$ cat config.mk
export PLATFORM = sky130hd
export DESIGN_NAME = register_bank_param
export DESIGN_NICKNAME = d
export VERILOG_FILES = /design/src/rtl/register_bank_param.sv
export SDC_FILE = /design/constraint.sdc
export NUM_CORES = 2
export LEC_CHECK = 0
export ABC_CLOCK_PERIOD_IN_PS = 8650
export BUFFER_PORTS_ARGS = -buffer_cell sky130_fd_sc_hd__buf_2
export CELL_PAD_IN_SITES_DETAIL_PLACEMENT = 1
export CELL_PAD_IN_SITES_GLOBAL_PLACEMENT = 1
export CORE_MARGIN = 1.5
export CORE_UTILIZATION = 40
export DETAILED_ROUTE_END_ITERATION = 10
export PLACE_DENSITY = 0.69
export SETUP_SLACK_MARGIN = 0.05
export SYNTH_ARGS = -nofsm -noshare
export SYNTH_HDL_FRONTEND = slang
export SYNTH_SLANG_ARGS = --single-unit
$ cat constraint.sdc
create_clock -name clock -period 8.65 [get_ports clock]
set_input_delay 1.73 -clock clock [delete_from_list [all_inputs] [get_ports clock]]
set_output_delay 1.73 -clock clock [all_outputs]
set_load 0.01 [all_outputs]
$ cat src/rtl/register_bank_param.sv
// Parameterised register file with a pending-bit scoreboard, multi-port combinational reads and a post-reset clear sweep.
// Reads have zero latency (optional same-cycle write bypass); writes and marks arriving during the clear sweep are discarded, and discarded writes are flagged on wr_drop.
module register_bank_param #(
    parameter int DATA_W   = 32,
    parameter int ADDR_W   = 5,
    parameter int NUM_RD   = 4,
    parameter int ZERO_REG = 1,
    parameter int BYPASS   = 1
) (
    input  logic                       clock,
    input  logic                       reset,
    input  logic                       wr_en,
    input  logic [ADDR_W-1:0]          wr_addr,
    input  logic [DATA_W-1:0]          wr_data,
    input  logic                       mark_en,
    input  logic [ADDR_W-1:0]          mark_addr,
    input  logic [NUM_RD*ADDR_W-1:0]   rd_addr,
    output logic [NUM_RD*DATA_W-1:0]   rd_data,
    output logic [NUM_RD-1:0]          rd_pending,
    output logic                       busy,
    output logic                       wr_drop
);

    localparam int DEPTH = 1 << ADDR_W;
    localparam logic [ADDR_W:0] CLR_LAST = (ADDR_W+1)'(DEPTH - 1);

    typedef enum logic {CLEAR, IDLE} state_t;

    state_t             state_q, state_d;
    logic [ADDR_W:0]    clr_cnt;
    logic [DATA_W-1:0]  mem [DEPTH];
    logic [DEPTH-1:0]   pending;
    logic               wr_zero;
    logic               wr_accept;
    logic               mark_ok;

    assign busy      = (state_q == CLEAR);
    assign wr_zero   = (ZERO_REG != 0) && (wr_addr == '0);
    assign wr_accept = wr_en && !busy && !wr_zero;
    assign mark_ok   = mark_en && !busy && !((ZERO_REG != 0) && (mark_addr == '0));

    always_comb begin
        state_d = state_q;
        if (state_q == CLEAR && clr_cnt == CLR_LAST) begin
            state_d = IDLE;
        end
    end

    // Counter advances only while clearing, so it parks at DEPTH and never wraps.
    always_ff @(posedge clock) begin
        if (reset) begin
            state_q <= CLEAR;
            clr_cnt <= '0;
            pending <= '0;
            wr_drop <= 1'b0;
        end else begin
            state_q <= state_d;
            wr_drop <= wr_en && busy;
            if (busy) begin
                clr_cnt <= clr_cnt + 1'b1;
            end
            if (wr_accept) begin
                pending[wr_addr] <= 1'b0;
            end
            // Applied after the write-clear so a same-address mark wins.
            if (mark_ok) begin
                pending[mark_addr] <= 1'b1;
            end
        end
    end

    always_ff @(posedge clock) begin
        if (!reset) begin
            if (busy) begin
                mem[clr_cnt[ADDR_W-1:0]] <= '0;
            end else if (wr_accept) begin
                mem[wr_addr] <= wr_data;
            end
        end
    end

    for (genvar g = 0; g < NUM_RD; g++) begin : g_rd
        logic [ADDR_W-1:0] ra;
        logic              hit_zero;
        logic              hit_byp;

        assign ra       = rd_addr[g*ADDR_W +: ADDR_W];
        assign hit_zero = (ZERO_REG != 0) && (ra == '0);
        assign hit_byp  = (BYPASS != 0) && wr_accept && (wr_addr == ra);

        assign rd_data[g*DATA_W +: DATA_W] = (busy || hit_zero) ? '0 :
                                             hit_byp            ? wr_data :
                                                                  mem[ra];
        assign rd_pending[g] = !busy && pending[ra];
    end

endmodule

Yosys cells after proc, flatten, opt, wreduce, memory -nomap -nowiden
Memory sizes are Yosys's and may differ from the RTL's.
Cells that the tools add are included.
- latch bits: 0
- word-level logic and storage cells: 85
- output and inout port bits: 134
- memories kept: 1
- input port bits: 66
- flip-flop bits (word level): 40
- memory bits (read-only): 0
- bits in writable memories: 1024
- memory list (name ; words ; width ; rd ports ; clocked after memory_dff ; wr ports ; RTL line ; text):
    mem ; 32 ; 32 ; 4 ; 0 ; 1 ; 31 ; logic [DATA_W-1:0] mem [DEPTH];
- magnitude comparators: 8
- mux-type cells: 33
- reductions and logical operators: 29
- divide/modulo/power cells: 0
- shifts and indexed selects: 0
- equal/unequal tests: 5
- add/sub/neg operators: 1
- bitwise logic cells: 4
- multipliers: 0
- operator list (operator ; count):
    two-way mux 32 bit ; 12
    < comparator 5 x 6 -> 1 bit (second input constant) ; 6
    AND 32 bit ; 1
    inverter 32 bit ; 1
    OR 32 bit ; 1
    OR reduction 32 bit ; 1
    zero test 5 bit ; 6
    binary-select mux 1 bit (select 5 bit) ; 4
    equality test 5 bit ; 4
    logical AND 1 bit ; 16
    two-way mux 1 bit ; 14
    demux 1 bit (select 5 bit) ; 2
    greater-or-equal comparator 5 x 1 -> 1 bit (second input constant) ; 2
    adder 6 x 1 -> 6 bit (second input constant) ; 1
    equality test 6 x 5 -> 1 bit (second input constant) ; 1
    two-way mux 5 bit ; 1
    logical OR 1 bit ; 4
    zero test 1 bit ; 2
    inverter 1 bit ; 1

Longest topological paths before layout
- word-level depth: 10
- gate-level depth with buffers: 10
- gate-level depth less buffers: 5

Worst setup path before layout
No wires, ideal clock.
- path type: input -> register
- start: in wr_addr[1]
- end: mem mem[8][0], enable pin
- setup time: 0.501 ns
- arrival time: 6.071 ns
- cell stages on the path: 6
- setup slack: 2.078 ns
- cell sequence: clkbuf_1 > nor3_1 > a211oi_1 > buf_2 > a21oi_1 > nor4_1
- longest elaborated chain between the ends: 9
- elaborated cells between the ends (all ways): 10
- those cells by class: 6 x mux; 4 x reduce/logical
- RTL lines (element ; RTL line ; text):
    start, declared ; 13 ; input logic [ADDR_W-1:0] wr_addr,
    zero test 5 bit ; 38 ; assign wr_zero = (ZERO_REG != 0) && (wr_addr == '0);
    zero test 1 bit ; 39 ; assign wr_accept = wr_en && !busy && !wr_zero;
    logical AND 1 bit ; 39 ;
    two-way mux 1 bit ; 76 ; end else if (wr_accept) begin
    two-way mux 1 bit ; 74 ; if (busy) begin
    two-way mux 1 bit ; 73 ; if (!reset) begin
    two-way mux 1 bit (not written as such) ; 77 ; mem[wr_addr] <= wr_data;
    OR reduction 32 bit (no line) ; -- ;
    two-way mux 5 bit (no line) / two-way mux 1 bit (equally long branches) ; -- ;
    end, declared ; 31 ;
Parallel ways exist; a longest one is shown, timed or not.

Worst setup path in the final report
- start: in wr_addr[1]
- end: out rd_data[110]
- longest elaborated chain between the ends: 6
- elaborated cells between the ends (all ways): 7
- those cells by class: 1 x eq/ne; 2 x mux; 4 x reduce/logical
- RTL lines (element ; RTL line ; text):
    zero test 5 bit ; 38 ;
    zero test 1 bit ; 39 ;
    logical AND 1 bit ; 39 ;
    logical AND 1 bit (*) ; 89 ; assign hit_byp = (BYPASS != 0) && wr_accept && (wr_addr == ra);
    two-way mux 32 bit (*) ; 92 ; hit_byp ? wr_data :
    two-way mux 32 bit (*) ; 91 ; assign rd_data[g*DATA_W +: DATA_W] = (busy || hit_zero) ? '0 :
    end, declared ; 18 ; output logic [NUM_RD*DATA_W-1:0] rd_data,
Every way passes the cells marked *; elsewhere a longest branch is shown, timed or not.

==> impl_results.md <==
* Status: finished, violations left
* Violated checks: capacitance limit, slew limit
* GRT Total Usage at 0.3470
* Crit path cell chain: buf_2 > nor3_1 > a21oi_4 > buf_4 > and3_2 > buf_4 > nand2_1 > o31ai_1 > buf_2
* Post-layout minimum cycle time at 7.085 ns
* Register area share after synthesis at 0.4659
* Die area at 171800 µm²
* Power per Cell Area at 164.9 nW/µm²
* Layout area overhead at 11.06%
* Setup TNS at 0 ns
* First-pass GRT wire length at 421300 µm
* Net Sw Frac at 0.2731
* Slowest-stage cell, CP: buf_4
* CTS sink count at 1064
* Leakage at 22.91 nW
* PortBufs at 199
* Post-CTS setup buffer count at 0
* Grt ovf at 0
* Final WS setup at 1.565 ns
* Worst setup path start: wr_addr[1]
* IO Count at 200
* Cell type group with the largest total delay on the critical path: buffers and inverters
* Skew-Pair Late Insertion Delay at 0.80 ns
* Psw at 3.388 mW
* #FFs+latches synth at 1064
* CTS root buffer: clkbuf_16
* Nets at 4461
* Count leader, synth: edfxtp_1
* Buffers and inverters on the worst path at 4
* Max-slew violations at 19
* Dpl ws at 1.778 ns
* WL/cell at 45.46 µm
* Fin crit share at 0.8191
* Worst hold slack at 0.5255 ns
* Max stage delay on crit path at 0.81 ns
* Pin count of the biggest net entering global routing at 110
* Inserted Clock Buffers at 120
* Ys Warns at 0
* RSZ-0062 raised after global routing: no
* Core area at 167600 µm²
* Worst rel slew slack at -0.05214
* Worst reg2reg path startpoint: state_q$_SDFFE_PP0P_
* Top cell type's share of synthesized area at 0.4540
* Routed vias at 52970
* Die width at 414.5 µm
* Antenna violations before repair at 21
* Die height at 414.5 µm
* # fillers at 16120
* Ys flop type: edfxtp_1
* Starting DRT DRC Count at 8484
* Type of element launching the critical path: primary input
* Synthesized area at 67720 µm²
* Layout cells sized above 1 at 0.3157
* Synth area leader: edfxtp_1
* Clock tree from TritonCTS: yes
* Top post-synthesis cells by count: 1024 x edfxtp_1, 792 x mux4_2, 548 x mux2i_1
* # hold bufs at CTS at 0
* Drc violations at 0
* Synthesized netlist cell count at 4392
* Async set-reset flop share out of synthesis at 0
* Via density at 7.896
* Worst-Margin Slew at 1.578 ns
* Initial Util at 0.4041
* Post-synth EDFFs at 1024
* Top cells by area, synth: edfxtp_1 45%, mux4_2 26%, mux2i_1 8.1%
* Data required, critical path at 6.92 ns
* CTS clock-pin slew for the worst setup and hold paths at 0.06 ns
* Resized Gates After CTS at 0
* Avg Cell Area, Syn at 15.42 µm²
* Total of max-cap violations at 2
* Internal power at 9.017 mW
* Clock Power Share at 0.415
* Final Setup Violations at 0
* DR pass1 iterations at 6
* Register share of total power at 0.454
* Longest Clk Path Bufs at 3
* CP Class: primary input to output pin
* DPL Wire Length at 177700 µm
* Hold Vio Cnt, Final at 0
* Number of global-route vias before repair at 52430
* Post-synth net total at 4459
* Routed WL at 304900 µm
* Max Freq at 141.1 MHz
* CP max FO at 28
* Final Wtd Congestion at 0.9118
* Clock Skew at 0.03347 ns
* Comb power frac at 0.131
* Netlist cell types at 57
* Worst vdd ir at 0.0001623 V
* H-Tree Depth at 3
* Routed Antenna Nets at 0
* Arrival time worst endpoint at 5.36 ns
* Min-Delay Path Class: flop to flop
* Row cnt at 150
* CP endpoint kind: output pin
* Hold_sp: clr_cnt[5]$_SDFFE_PP0N_
## cell type report
class	instances	area, µm²	share of cell area
Clock buffer	147	3104	0.04127
Timing Repair Buffer	344	2436	0.03239
Inverter	8	30.03	0.0003992
Multi-Input combinational cell	2856	34620	0.4602
Tap cell	2204	2758	0.03666
Clock inverter	76	696.9	0.009266
Sequential cell	1064	31550	0.4195
Antenna cell	9	22.52	0.0002994
## worst register-to-register path: stages (launching register included)
cell and delay [ns]:
dfxtp_1 0.68, nand2_1 0.34, a211oi_4 0.73, buf_4 0.49, mux2i_1 0.40, nand2_1 0.32, nor2_4 1.15, buf_4 0.60
## metal layers
layer	GRT usage	up-vias	share of wire
met2	0.5193	4804	0.44
met5	0.004168	-	0.00074
met3	0.1101	1236	0.14
met1	0.4342	27540	0.34
li1	-	19370	-
met4	0.2234	20	0.075
## cells by family after synthesis
family | Yosys count | share of synthesized area
muxes | 1362 | 0.3480
adders and majority gates | 1 | 0.0001847
and+or+nand+nor | 491 | 0.03492
xor gates and xnor gates | 24 | 0.003104
DFF | 1064 | 0.4659
AOI/OAI and AO/OA | 978 | 0.1162
buffers and inverters | 472 | 0.03165
## layout by cell type, fill, tap and decap left out, drive strengths merged, types with 32 or more instances in the layout
cell type,instances
o211ai,96
dfxtp,40
buf,342
a21oi,47
o22ai,40
a2111oi,39
a221oi,207
nand3,110
mux2i,548
mux4,792
o21ai,32
edfxtp,1024
nand2,77
a22oi,293
nand2b,42
o2111a,96
nor2,154
o221ai,35
and2,39
clkbuf,149
clkinv,48
## worst paths after layout
check / to / slack (ns) / cells after the start
setup / recovery: rd_data[110] / 1.56 / 9
hold / removal: clr_cnt[5]$_SDFFE_PP0N_ / 0.53 / 2
setup reg to reg: mem[11][11]$_DFFE_PP_ / 3.55 / 7
hold reg to reg: clr_cnt[5]$_SDFFE_PP0N_ / 0.53 / 2
## stage by stage
step	instance area, µm²	util	std cells	total power, mW
after floorplan	67720	-	4392	6.717
after global placement	71390	0.4260	6476	7.281
after detailed placement	71390	0.4260	6476	7.301
after CTS	75190	0.4486	6699	12.33
after global routing	75190	0.4486	6699	12.58
final	75210	0.4488	6708	12.41
## power groups by stage
| stage | Sequential [mW] | Combinational, mW | Clock, mW |
|---|---|---|---|
| floorplan | 5.73 | 0.985 | 0 |
| global placement | 5.74 | 1.54 | 0 |
| detailed placement | 5.74 | 1.56 | 0 |
| CTS | 5.63 | 1.56 | 5.13 |
| global route | 5.64 | 1.64 | 5.30 |
| finish | 5.64 | 1.63 | 5.14 |
## sequential cells by signal, summed over array words and instances, names as in the netlist
| name | count |
|---|---|
| mem | 1024 |
| pending | 32 |
| clr_cnt | 6 |
| state_q | 1 |
| wr_drop | 1 |
No activity file was read; power rests on OpenSTA's default activity.
